**src/rtl/mips_pkg.sv**
```systemverilog
// mips_pkg
// Shared definitions for the instruction-fetch slice of the pipeline.
//   RESET_PC_DEFAULT : first fetch address after reset unless overridden
//   NOP_WORD         : instruction word held in IF/ID while it is empty
//   fetch_state_e    : RUN (normal fetching) / DROP (waiting to discard a
//                      word whose request was issued before a redirect)
//   word_align()     : clears the two byte-offset bits of an address
package mips_pkg;

    localparam logic [31:0] RESET_PC_DEFAULT = 32'h0000_0000;
    localparam logic [31:0] NOP_WORD         = 32'h0000_0000;

    typedef enum logic {
        RUN  = 1'b0,
        DROP = 1'b1
    } fetch_state_e;

    function automatic logic [31:0] word_align(input logic [31:0] addr);
        return addr & 32'hFFFF_FFFC;
    endfunction

endpackage

```
**src/rtl/fetch_skid_buf.sv**
```systemverilog
// fetch_skid_buf
// One-entry holding register for a fetched word that arrived while the
// decode stage was stalled.
//   clk, rst_n       : clock, asynchronous active-low reset
//   push             : store push_ins/push_pc (only issued while empty)
//   pop              : entry consumed by IF/ID
//   flush            : discard the entry (redirect); wins over push/pop
//   push_ins/push_pc : word and its address to store
//   full             : entry holds a word
//   ins/pc           : stored word and its address
module fetch_skid_buf
    import mips_pkg::*;
(
    input  logic        clk,
    input  logic        rst_n,
    input  logic        push,
    input  logic        pop,
    input  logic        flush,
    input  logic [31:0] push_ins,
    input  logic [31:0] push_pc,
    output logic        full,
    output logic [31:0] ins,
    output logic [31:0] pc
);

    logic        full_q, full_d;
    logic [31:0] ins_q, ins_d;
    logic [31:0] pc_q, pc_d;

    always_comb begin
        full_d = full_q;
        ins_d  = ins_q;
        pc_d   = pc_q;
        if (flush) begin
            full_d = 1'b0;
        end else if (push) begin
            full_d = 1'b1;
            ins_d  = push_ins;
            pc_d   = push_pc;
        end else if (pop) begin
            full_d = 1'b0;
        end
    end

    always_ff @(posedge clk or negedge rst_n) begin
        if (!rst_n) begin
            full_q <= 1'b0;
            ins_q  <= NOP_WORD;
            pc_q   <= 32'h0000_0000;
        end else begin
            full_q <= full_d;
            ins_q  <= ins_d;
            pc_q   <= pc_d;
        end
    end

    assign full = full_q;
    assign ins  = ins_q;
    assign pc   = pc_q;

endmodule

```
**src/rtl/fetch_unit.sv**
```systemverilog
// fetch_unit
// Instruction-fetch stage: issues word reads to instruction memory, fills
// the IF/ID register, absorbs one word in a skid buffer during decode
// stalls and redirects on taken branches resolved in ID.
//   clk, rst_n           : clock, asynchronous active-low reset
//   imem_req/imem_addr   : registered read request and word address
//   imem_ready/imem_rdata: read completion and returned word
//   stall                : hold IF/ID (hazard in decode)
//   branch/b_addr        : taken-branch redirect and target
//   if_id_ins/if_id_pc   : IF/ID instruction and its address
//   if_id_valid          : IF/ID holds a live instruction
// Build option: define BRANCH_DELAY_SLOT_EN to deliver the sequential
// word after an accepted branch as a delay slot instead of discarding it.
module fetch_unit
    import mips_pkg::*;
#(
    parameter logic [31:0] RESET_PC = RESET_PC_DEFAULT
) (
    input  logic        clk,
    input  logic        rst_n,
    output logic        imem_req,
    output logic [31:0] imem_addr,
    input  logic        imem_ready,
    input  logic [31:0] imem_rdata,
    input  logic        stall,
    input  logic        branch,
    input  logic [31:0] b_addr,
    output logic [31:0] if_id_ins,
    output logic [31:0] if_id_pc,
    output logic        if_id_valid
);

    fetch_state_e state_q, state_d;
    logic [31:0]  pc_q, pc_d;
    logic [31:0]  target_q, target_d;
    logic         req_q, req_d;
    logic [31:0]  if_id_ins_q, if_id_ins_d;
    logic [31:0]  if_id_pc_q, if_id_pc_d;
    logic         if_id_valid_q, if_id_valid_d;

    logic         fire;
    logic         br_acc;
    logic [31:0]  b_target;
    logic         buf_push, buf_pop, buf_flush, buf_full, buf_full_next;
    logic [31:0]  buf_ins, buf_pc;

    fetch_skid_buf u_skid (
        .clk      (clk),
        .rst_n    (rst_n),
        .push     (buf_push),
        .pop      (buf_pop),
        .flush    (buf_flush),
        .push_ins (imem_rdata),
        .push_pc  (pc_q),
        .full     (buf_full),
        .ins      (buf_ins),
        .pc       (buf_pc)
    );

    assign fire     = req_q & imem_ready;
    // A redirect only counts when the branch is live in ID and not stalled.
    assign br_acc   = branch & if_id_valid_q & ~stall;
    assign b_target = word_align(b_addr);

    always_comb begin
        state_d       = state_q;
        pc_d          = pc_q;
        target_d      = target_q;
        if_id_ins_d   = if_id_ins_q;
        if_id_pc_d    = if_id_pc_q;
        if_id_valid_d = if_id_valid_q;
        buf_push      = 1'b0;
        buf_pop       = 1'b0;
        buf_flush     = 1'b0;

        unique case (state_q)
            RUN: begin
                if (br_acc) begin
                    buf_flush     = 1'b1;
                    if_id_valid_d = 1'b0;
`ifdef BRANCH_DELAY_SLOT_EN
                    // The sequential word already in hand is the delay slot.
                    if (buf_full) begin
                        if_id_ins_d   = buf_ins;
                        if_id_pc_d    = buf_pc;
                        if_id_valid_d = 1'b1;
                    end else if (fire) begin
                        if_id_ins_d   = imem_rdata;
                        if_id_pc_d    = pc_q;
                        if_id_valid_d = 1'b1;
                    end
`endif
                    // An unanswered request must keep its address until the
                    // memory answers, so the redirect waits in DROP.
                    if (req_q && !imem_ready) begin
                        state_d  = DROP;
                        target_d = b_target;
                    end else begin
                        pc_d = b_target;
                    end
                end else if (buf_full) begin
                    if (!stall) begin
                        if_id_ins_d   = buf_ins;
                        if_id_pc_d    = buf_pc;
                        if_id_valid_d = 1'b1;
                        buf_pop       = 1'b1;
                    end
                end else if (fire) begin
                    pc_d = pc_q + 32'd4;
                    if (stall) begin
                        buf_push = 1'b1;
                    end else begin
                        if_id_ins_d   = imem_rdata;
                        if_id_pc_d    = pc_q;
                        if_id_valid_d = 1'b1;
                    end
                end else if (!stall) begin
                    if_id_valid_d = 1'b0;
                end
            end
            DROP: begin
                if (!stall) begin
                    if_id_valid_d = 1'b0;
                end
                if (br_acc) begin
                    target_d = b_target;
                end
                if (fire) begin
                    state_d = RUN;
                    pc_d    = br_acc ? b_target : target_q;
`ifdef BRANCH_DELAY_SLOT_EN
                    if (!br_acc) begin
                        if (stall) begin
                            buf_push = 1'b1;
                        end else begin
                            if_id_ins_d   = imem_rdata;
                            if_id_pc_d    = pc_q;
                            if_id_valid_d = 1'b1;
                        end
                    end
`endif
                end
            end
            default: begin
                state_d = RUN;
            end
        endcase
    end

    // Request is dropped only while the skid buffer holds a word.
    assign buf_full_next = buf_push | (buf_full & ~buf_pop & ~buf_flush);
    assign req_d         = ~buf_full_next;

    always_ff @(posedge clk or negedge rst_n) begin
        if (!rst_n) begin
            state_q       <= RUN;
            pc_q          <= RESET_PC;
            target_q      <= RESET_PC;
            req_q         <= 1'b0;
            if_id_ins_q   <= NOP_WORD;
            if_id_pc_q    <= 32'h0000_0000;
            if_id_valid_q <= 1'b0;
        end else begin
            state_q       <= state_d;
            pc_q          <= pc_d;
            target_q      <= target_d;
            req_q         <= req_d;
            if_id_ins_q   <= if_id_ins_d;
            if_id_pc_q    <= if_id_pc_d;
            if_id_valid_q <= if_id_valid_d;
        end
    end

    assign imem_req    = req_q;
    assign imem_addr   = pc_q;
    assign if_id_ins   = if_id_ins_q;
    assign if_id_pc    = if_id_pc_q;
    assign if_id_valid = if_id_valid_q;

endmodule

```
**config.mk**
```make
export PLATFORM = sky130hd
export DESIGN_NAME = fetch_unit
export DESIGN_NICKNAME = d
export VERILOG_FILES = /design/src/rtl/mips_pkg.sv /design/src/rtl/fetch_skid_buf.sv /design/src/rtl/fetch_unit.sv
export SDC_FILE = /design/constraint.sdc
export NUM_CORES = 1
export LEC_CHECK = 0
export ABC_CLOCK_PERIOD_IN_PS = 2800
export CORE_UTILIZATION = 23
export CTS_CLUSTER_SIZE = 8
export DETAILED_ROUTE_END_ITERATION = 10
export DONT_BUFFER_PORTS = 1
export PLACE_DENSITY = 0.36
export SYNTH_ARGS = -nofsm -noshare
export SYNTH_HDL_FRONTEND = slang
export SYNTH_SLANG_ARGS = --single-unit
```
**constraint.sdc**
```tcl
create_clock -name clk -period 2.8 [get_ports clk]
set_input_delay 0.28 -clock clk [delete_from_list [all_inputs] [get_ports clk]]
set_output_delay 0.28 -clock clk [all_outputs]
set_load 0.02 [all_outputs]
```
==> impl_metrics.tcl, run 1 <==
set metrics [dict create \
    status "finished with violations" \
    violations "negative hold slack" \
    met1_length_um 13400 \
    tns_ns 0 \
    path_class "reg -> reg" \
    postCtsSetupRepairBufs 0 \
    place_area_mm2 0.00975 \
    grt_pass1_wl_um 42400 \
    cpLargestDelayFamily "simple AND/OR/NAND/NOR gates" \
    dieHeight_um 200 \
    slew_violations 0 \
    min_path_type "in -> async" \
    crit_required_ns 3.14 \
    n_antenna_cell 0 \
    power-per-cell-area_mw_per_mm2 1060 \
    synth_ff_type "dfrtp_1" \
    worst_pin_slew_ns 0.929 \
    initial_core_util 0.233 \
    first_global_vias 6622 \
    worstRegToRegCells 5 \
    rrSetupSlack_ns 0.52 \
    synthDistinctLibCells 57 \
    clock_power_share 0.225 \
    num_io_pins 167 \
    p_sw_w 0.00461 \
    fin_area_mm2 0.0110 \
    utilization 0.284 \
    min_period_ns 2.28 \
    synth_top_area_frac 0.545 \
    leakage_nw 4.41 \
    clock_latency_ns 0.47 \
    dr_wl_met3_um 1930 \
    crit_path_max_fanout 10 \
    async_flop_share 1.00 \
    wire_per_inst_um 19.8 \
    slowest_stage "dfrtp_1" \
    arrival_ns 2.62 \
    synth.area.top_cells "dfrtp_1, mux2_2, mux2i_1" \
    grt_max_degree 197 \
    grt_util_all_layers 0.144 \
    syn_nets 874 \
    io_buffers 0 \
    cts_sinks 196 \
    htreeDepth 4 \
    gr-total-overflow 0 \
    synth.most_common_cell "dfrtp_1" \
    die-area_mm2 0.0400 \
    p_sw_frac 0.398 \
    top_layer_used "met4" \
    crit_path_end_kind "flop" \
    p_seq_frac 0.497 \
    cts_hold_buf 64 \
    setup-violations-final 0 \
    cts_tree "built" \
    p_int_w 0.00698 \
    critPathBufInv 0 \
    pwr-share-comb 0.278 \
    synthesis.instances 804 \
    cp_cell_sequence "nand3_4 > nor4_4 > nand3_2 > and3_1 > a2111o_1" \
    yosysSeqAreaShare 0.545 \
    critPathMaxStageDelay_ns 0.61 \
    max_slew_margin 0.381 \
    num_vias 6469 \
    max_clock_freq_mhz 439 \
    drc 0 \
    area_growth_pct 22.0 \
    drt_wl_total_um 27800 \
    hpwl_um 17300 \
    fp.dieW_um 200 \
    cts_buffers 17 \
    fin_nets 938 \
    drtPass1Iterations 4 \
    clockBufferDepth 2 \
    rr_startpoint "imem_addr[8]" \
    pre_cts_slack_ns 0.515 \
    gp_congestion 0.686 \
    wl_met2_um 12100 \
    antenna_found_initial 0 \
    ys_ff_latch 196 \
    yosysWarnings 0 \
    syn_avg_cell_area_um2 11.2 \
    vdd_drop_max_mv 0.469 \
    netlist_area_mm2 0.00901 \
    ant_nets 0 \
    drive_above_1_share 0.201 \
    via_per_inst 4.62 \
    synth_enable_flop_cells 0 \
    drt_iter0_drc 313 \
    rsz0062_at_grt "no" \
    num_rows 72 \
    fin_skew_ns 0.0141 \
    synth_area_leader_cell "dfrtp_1" \
    cap_viol_max_count 0 \
    synthTopCellsByCount "dfrtp_1, mux2_2, a21oi_1, nor2_1, mux2i_1" \
    cts_root_buffer "clkbuf_16" \
    path_clk_slew_ns 0.08 \
    fp.coreArea_mm2 0.0386 \
    cp-start-kind "flop" \
    r2r-end "imem_addr[24]" \
    period_share 0.814 \
    hold_violations 196 \
    worst_slack_ns 0.520 \
    cts_resized 0 \
    whs_ns -0.485 \
]
[layer usage]
| metal | GRT usage | vias to the layer above |
|---|---|---|
| li1 | - | 3044 |
| met1 | 0.195 | 3254 |
| met2 | 0.215 | 153 |
| met3 | 0.0469 | 18 |
| met4 | 0.0433 | 0 |
| met5 | 0 | - |
[worst reg2reg max path, stage by stage, from the launching register on]
cell and delay (ns):
dfrtp_1 0.61, nand3_4 0.26, nor4_4 0.57, nand3_2 0.14, and3_1 0.20, a2111o_1 0.38
[cell families (layout without fill, tap and decap cells)]
group                      Yosys count  in the layout  share of synthesized area
and+or+nand+nor                    204            204                      0.114
DFF                                196            196                      0.545
AOI/OAI and AO/OA                  178            178                      0.116
muxes                              161            161                      0.192
buffers and inverters               62            139                     0.0296
xor gates and xnor gates             2              2                    0.00195
adders and majority gates            1              1                    0.00139
[state kept, by name, summed over array words and instances, names as in the netlist]
| signal | count |
|---|---|
| if_id_ins | 32 |
| if_id_pc | 32 |
| if_id_valid | 1 |
| imem_addr | 32 |
| imem_req | 1 |
| state_q | 1 |
| target_q | 32 |
| u_skid.full | 1 |
| u_skid.ins | 32 |
| u_skid.pc | 32 |
[worst max path at each step]
stage                             from  depth (start not counted)  slack, ns             to
after floorplan           imem_addr[2]                          6       0.61  imem_addr[24]
after global placement    imem_addr[4]                          5       0.51  imem_addr[24]
after detailed placement  imem_addr[8]                          5       0.52  imem_addr[24]
after CTS                 imem_addr[8]                          5       0.48  imem_addr[24]
after global routing      imem_addr[8]                          5       0.37  imem_addr[24]
final                     imem_addr[8]                          5       0.52  imem_addr[24]
[layout make-up]
type,count,area [µm²]
tap,518,648
clock buffer,17,425
sequential,196,4910
inverter,5,18.8
clock inverter,15,170
fill,4052,27700
timing repair buffer,102,963
multi-input combinational,546,3850
[power by group through the flow]
stage | sequential [W] | clock, W | combinational [W]
3_3_place_gp | 0.00585 | 0 | 0.00316
6_report | 0.00576 | 0.00261 | 0.00322
4_1_cts | 0.00581 | 0.00273 | 0.00328
3_5_place_dp | 0.00588 | 0 | 0.00319
5_1_grt | 0.00600 | 0.00284 | 0.00362
2_1_floorplan | 0.00567 | 0 | 0.00218
[cells in the final DEF (no fill, tap or decap), types with 4 or more instances in the layout]
cell type      netlist  layout
dfrtp_1            196     195
mux2_2              95      95
a21oi_1             92      92
nor2_1              84      84
mux2i_1             66      66
dlygate4sd3_1        0      64
nand2_1             42      42
o21ai_0             37      37
buf_4                0      35
nand3_1             23      23
clkbuf_16            0      17
and3_1              13      13
a22o_1               8       8
nor3_1               7       7
o22ai_1              6       6
inv_1                5       5
nor4_1               5       5
a221oi_1             5       5
nand4_1              4       4
inv_6                0       4
[per-stage QoR]
stage / total power, W / cells
final: 0.0116 / 1399
after floorplan: 0.00785 / 804
after global placement: 0.00901 / 1303
after CTS: 0.0118 / 1399
after detailed placement: 0.00907 / 1303
after global routing: 0.0125 / 1399
Note: power is estimated with default switching activity, not from simulation.
==> run 2: changes to the inputs <==
- ABC_CLOCK_PERIOD_IN_PS: 2800 -> 2400
- clock period: 2.8 -> 2.4 ns (I/O delays scaled with it)
==> impl_metrics.tcl, run 2 (same netlist as run 1, synthesis figures left out) <==
set metrics [dict create \
    startpoint "imem_addr[2]" \
    whs_ns -0.522 \
    rsz0062_at_grt "no" \
    dieHeight_um 200 \
    htreeDepth 4 \
    gr-total-overflow 0 \
    path_clk_slew_ns 0.07 \
    drt_wl_total_um 27000 \
    drtPass1Iterations 4 \
    arrival_ns 2.38 \
    crit_path_max_fanout 9 \
    violations "negative hold slack" \
    antenna_found_initial 0 \
    drc 0 \
    slew_violations 0 \
    path_class "reg -> reg" \
    mostFrequentLayoutCells "dfrtp_1, mux2_2, a21oi_1" \
    fp.coreArea_mm2 0.0386 \
    grt_max_degree 197 \
    first_global_vias 6432 \
    ant_nets 0 \
    min_path_type "in -> async" \
    slowest_stage "a2111o_1" \
    leakage_nw 4.50 \
    num_rows 72 \
    cts_resized 0 \
    status "finished with violations" \
    cts_sinks 196 \
    final_common_cell "dfrtp_1" \
    clock_latency_ns 0.46 \
    grt_util_all_layers 0.139 \
    cts_tree "built" \
    min_period_ns 2.04 \
    wire_per_inst_um 19.1 \
    cp-start-kind "flop" \
    fin_area_mm2 0.0111 \
    tns_ns 0 \
    fin_skew_ns 0.0112 \
    postCtsSetupRepairBufs 0 \
    cts_buffers 17 \
    num_vias 6429 \
    crit_required_ns 2.74 \
    cts_root_buffer "clkbuf_16" \
    via_per_inst 4.53 \
    power-per-cell-area_mw_per_mm2 1210 \
    gp_congestion 0.706 \
    setup-violations-final 0 \
    fp.dieW_um 200 \
    num_io_pins 167 \
    max_clock_freq_mhz 490 \
    hold_violations 196 \
    crit_path_end_kind "flop" \
    drive_above_1_share 0.217 \
    cap_viol_max_count 0 \
    fin_nets 956 \
    initial_core_util 0.233 \
    io_buffers 0 \
    clockBufferDepth 2 \
    cp_cell_sequence "ha_1 > nand3_4 > nor4_4 > buf_4 > nand3_2 > and3_1 > a2111o_1" \
    max_slew_margin 0.420 \
    die-area_mm2 0.0400 \
    critPathMaxStageDelay_ns 0.38 \
    rr_startpoint "imem_addr[2]" \
    place_area_mm2 0.00991 \
    drt_iter0_drc 252 \
    grt_pass1_wl_um 41000 \
    worst_pin_slew_ns 0.870 \
    cpLargestDelayFamily "simple AND/OR/NAND/NOR gates" \
    cts_hold_buf 64 \
    area_growth_pct 23.5 \
    vdd_drop_max_mv 0.577 \
    critPathBufInv 1 \
    hpwl_um 17800 \
    period_share 0.851 \
]
## run 2: cell types whose count changed in the layout (fill, tap and decap cells not counted), sizes merged
cell / before / now
buf: 38 / 56
bufinv: 2 / 1
clkinv: 3 / 7
clkinvlp: 3 / 1
diode: 0 / 1
inv: 12 / 11
## run 2: area by class of cell
class	instances	area [µm²]
timing repair buffer	120	1120
clock buffer	17	425
sequential	196	4910
antenna	1	2.50
tap	518	648
fill	4008	27500
multi-input combinational	546	3850
clock inverter	15	145
inverter	5	18.8
## run 2: worst register-to-register path, cell delays in order, from the launching register on
cell	delay, ns
dfrtp_1	0.35
ha_1	0.26
nand3_4	0.14
nor4_4	0.29
buf_4	0.22
nand3_2	0.09
and3_1	0.19
a2111o_1	0.38
## run 2: path summary, 6_finish.rpt
| kind | slack (ns) | cells past startpoint | to |
|---|---|---|---|
| setup / recovery | 0.36 | 7 | imem_addr[24] |
| hold / removal | -0.52 | 0 | if_id_ins[18] |
| setup reg to reg | 0.36 | 7 | imem_addr[24] |
| hold reg to reg | 0.50 | 1 | target_q[1] |
| max in group asynchronous | 2.58 | 0 | if_id_pc[26] |
| min in group clk | 0.03 | 2 | imem_addr[2] |
## run 2: power by group
part | internal [W] | switching (W) | total, W
clock | 0.00146 | 0.00143 | 0.00289
sequential | 0.00479 | 0.00166 | 0.00645
combinational | 0.00191 | 0.00225 | 0.00416
total | 0.00816 | 0.00535 | 0.0135
## run 2: through the flow
stage               hold slack (ns)  std cells  power [W]  setup slack [ns]   util
floorplan                   -0.0556        804    0.00916             0.210      -
global placement            -0.0516       1321     0.0106             0.370  0.256
detailed placement          -0.0498       1321     0.0107             0.344  0.256
CTS                          -0.561       1417     0.0138             0.320  0.288
global route                 -0.561       1417     0.0145             0.118  0.288
finish                       -0.522       1418     0.0135             0.358  0.288
## run 2: per-layer routing
metal,GRT usage,vias up,part of all wire
met4,0.0441,0,0.014
met3,0.0435,20,0.062
met2,0.208,127,0.44
met5,0,-,0
met1,0.189,3213,0.49
li1,-,3069,-
==> run 3: changes to the inputs <==
- CORE_ASPECT_RATIO: unset -> 0.8
- REMOVE_ABC_BUFFERS: unset -> 1
==> impl_metrics.tcl, run 3 (same netlist as run 1, synthesis figures left out) <==
set metrics [dict create \
    status "finished with violations" \
    violations "negative hold slack" \
    rr_startpoint "imem_addr[2]" \
    cts_sinks 196 \
    crit_path_max_fanout 7 \
    power-per-cell-area_mw_per_mm2 1210 \
    area_growth_pct 23.0 \
    antenna_found_initial 0 \
    drtPass1Iterations 4 \
    dp_cells 1295 \
    worstRegToRegCells 6 \
    die-area_mm2 0.0400 \
    cp-endpoint "imem_addr[24]" \
    crit_required_ns 2.73 \
    path_clk_slew_ns 0.07 \
    tns_ns 0 \
    drc 0 \
    ant_nets 0 \
    min_period_ns 2.15 \
    whs_ns -0.512 \
    initial_core_util 0.234 \
    hpwl_um 16600 \
    num_vias 6457 \
    fin_skew_ns 0.00736 \
    fin_nets 954 \
    startpoint "imem_addr[2]" \
    max_slew_margin 0.329 \
    max_clock_freq_mhz 466 \
    first_global_vias 6405 \
    crit_path_end_kind "flop" \
    cts_resized 0 \
    path_class "reg -> reg" \
    gr-total-overflow 0 \
    utilization 0.288 \
    rsz0062_at_grt "no" \
    drt_iter0_drc 378 \
    htreeDepth 4 \
    num_rows 64 \
    final_common_cell "dfrtp_1" \
    mostFrequentLayoutCells "dfrtp_1, mux2_2, a21oi_1" \
    grt_max_degree 197 \
    pwr-share-comb 0.309 \
    gp_congestion 0.703 \
    rrSetupSlack_ns 0.25 \
    clock_power_share 0.211 \
    grt_util_all_layers 0.136 \
    instances_no_fill 1392 \
    drt_wl_total_um 26700 \
    vdd_drop_max_mv 0.378 \
    cts_root_buffer "clkbuf_16" \
    clockBufferDepth 2 \
    io_buffers 0 \
    setup-violations-final 0 \
    n_antenna_cell 0 \
    cap_viol_max_count 0 \
    fp.coreArea_mm2 0.0384 \
    cts_buffers 17 \
    arrival_ns 2.48 \
    p_sw_w 0.00523 \
    slew_violations 0 \
    clock_latency_ns 0.45 \
    drive_above_1_share 0.214 \
    fp.dieW_um 223 \
    min_path_type "in -> async" \
    cp-start-kind "flop" \
    grt_pass1_wl_um 40900 \
    worst_pin_slew_ns 1.01 \
    r2r-end "imem_addr[24]" \
    period_share 0.894 \
    dieHeight_um 179 \
    leakage_nw 4.49 \
    num_io_pins 167 \
    p_sw_frac 0.391 \
    hold_violations 196 \
    via_per_inst 4.64 \
    p_seq_frac 0.480 \
    p_int_w 0.00814 \
    wire_per_inst_um 19.2 \
    cts_tree "built" \
    total_power_w 0.0134 \
]
-- run 3: cell types whose count changed in the layout (fill, tap and decap cells not counted), moves of 2 or more --
| cell | change |
|---|---|
| clkbuf_8 | +4 |
| buf_4 | -3 |
| inv_6 | -3 |
| inv_8 | -2 |
-- run 3: area by class of cell --
cell class | count | area (µm²)
clock inverters | 10 | 75.1
multi-input cells | 546 | 3860
flip-flops and latches | 196 | 4910
well taps | 495 | 619
repair buffers | 118 | 1110
inverters | 5 | 18.8
fillers | 4014 | 27400
clock buffers | 22 | 484
-- run 3: power groups by stage --
stage,combinational [W],sequential (W),clock [W]
3_5_place_dp,0.00411,0.00650,0
2_1_floorplan,0.00225,0.00655,0
4_1_cts,0.00422,0.00644,0.00298
5_1_grt,0.00463,0.00663,0.00309
3_3_place_gp,0.00404,0.00648,0
6_report,0.00413,0.00641,0.00282
-- run 3: worst min path at each step --
| stage | endpoint | slack [ns] | depth (start not counted) |
|---|---|---|---|
| floorplan | if_id_ins[0] | -0.06 | 0 |
| global placement | if_id_ins[18] | -0.05 | 0 |
| detailed placement | u_skid.ins[18] | -0.05 | 0 |
| CTS | if_id_pc[9] | -0.55 | 0 |
| global route | imem_addr[14] | -0.57 | 0 |
| finish | u_skid.ins[18] | -0.51 | 0 |
-- run 3: metal layers --
layer	routed length [µm]	track usage	vias to the layer above	part of all wire
met1	13600	0.195	3268	0.51
li1	-	-	3073	-
met3	1260	0.0403	15	0.047
met4	275	0.0356	0	0.010
met2	11600	0.198	101	0.43
met5	0	0	-	0
-- run 3: what timing repair did --
item,4_1_cts,5_1_grt
endpoints found under the setup margin,0,0
hold endpoints to repair,304,197
hold buffers,64,1
buffers inserted,0,0
-- run 3: through the flow --
stage          setup WS, ns  cell area (µm²)
4_1_cts               0.210            11100
6_report              0.255            11100
3_5_place_dp          0.215             9870
3_3_place_gp          0.234             9870
5_1_grt               0.104            11100
2_1_floorplan        -15.26             8760
-- run 3: worst max-delay path, cell delays in order, from the launching register on --
cell	delay (ns)
dfrtp_1	0.35
ha_1	0.26
nand3_4	0.15
nor4_4	0.56
nand3_2	0.14
and3_1	0.21
a2111o_1	0.37
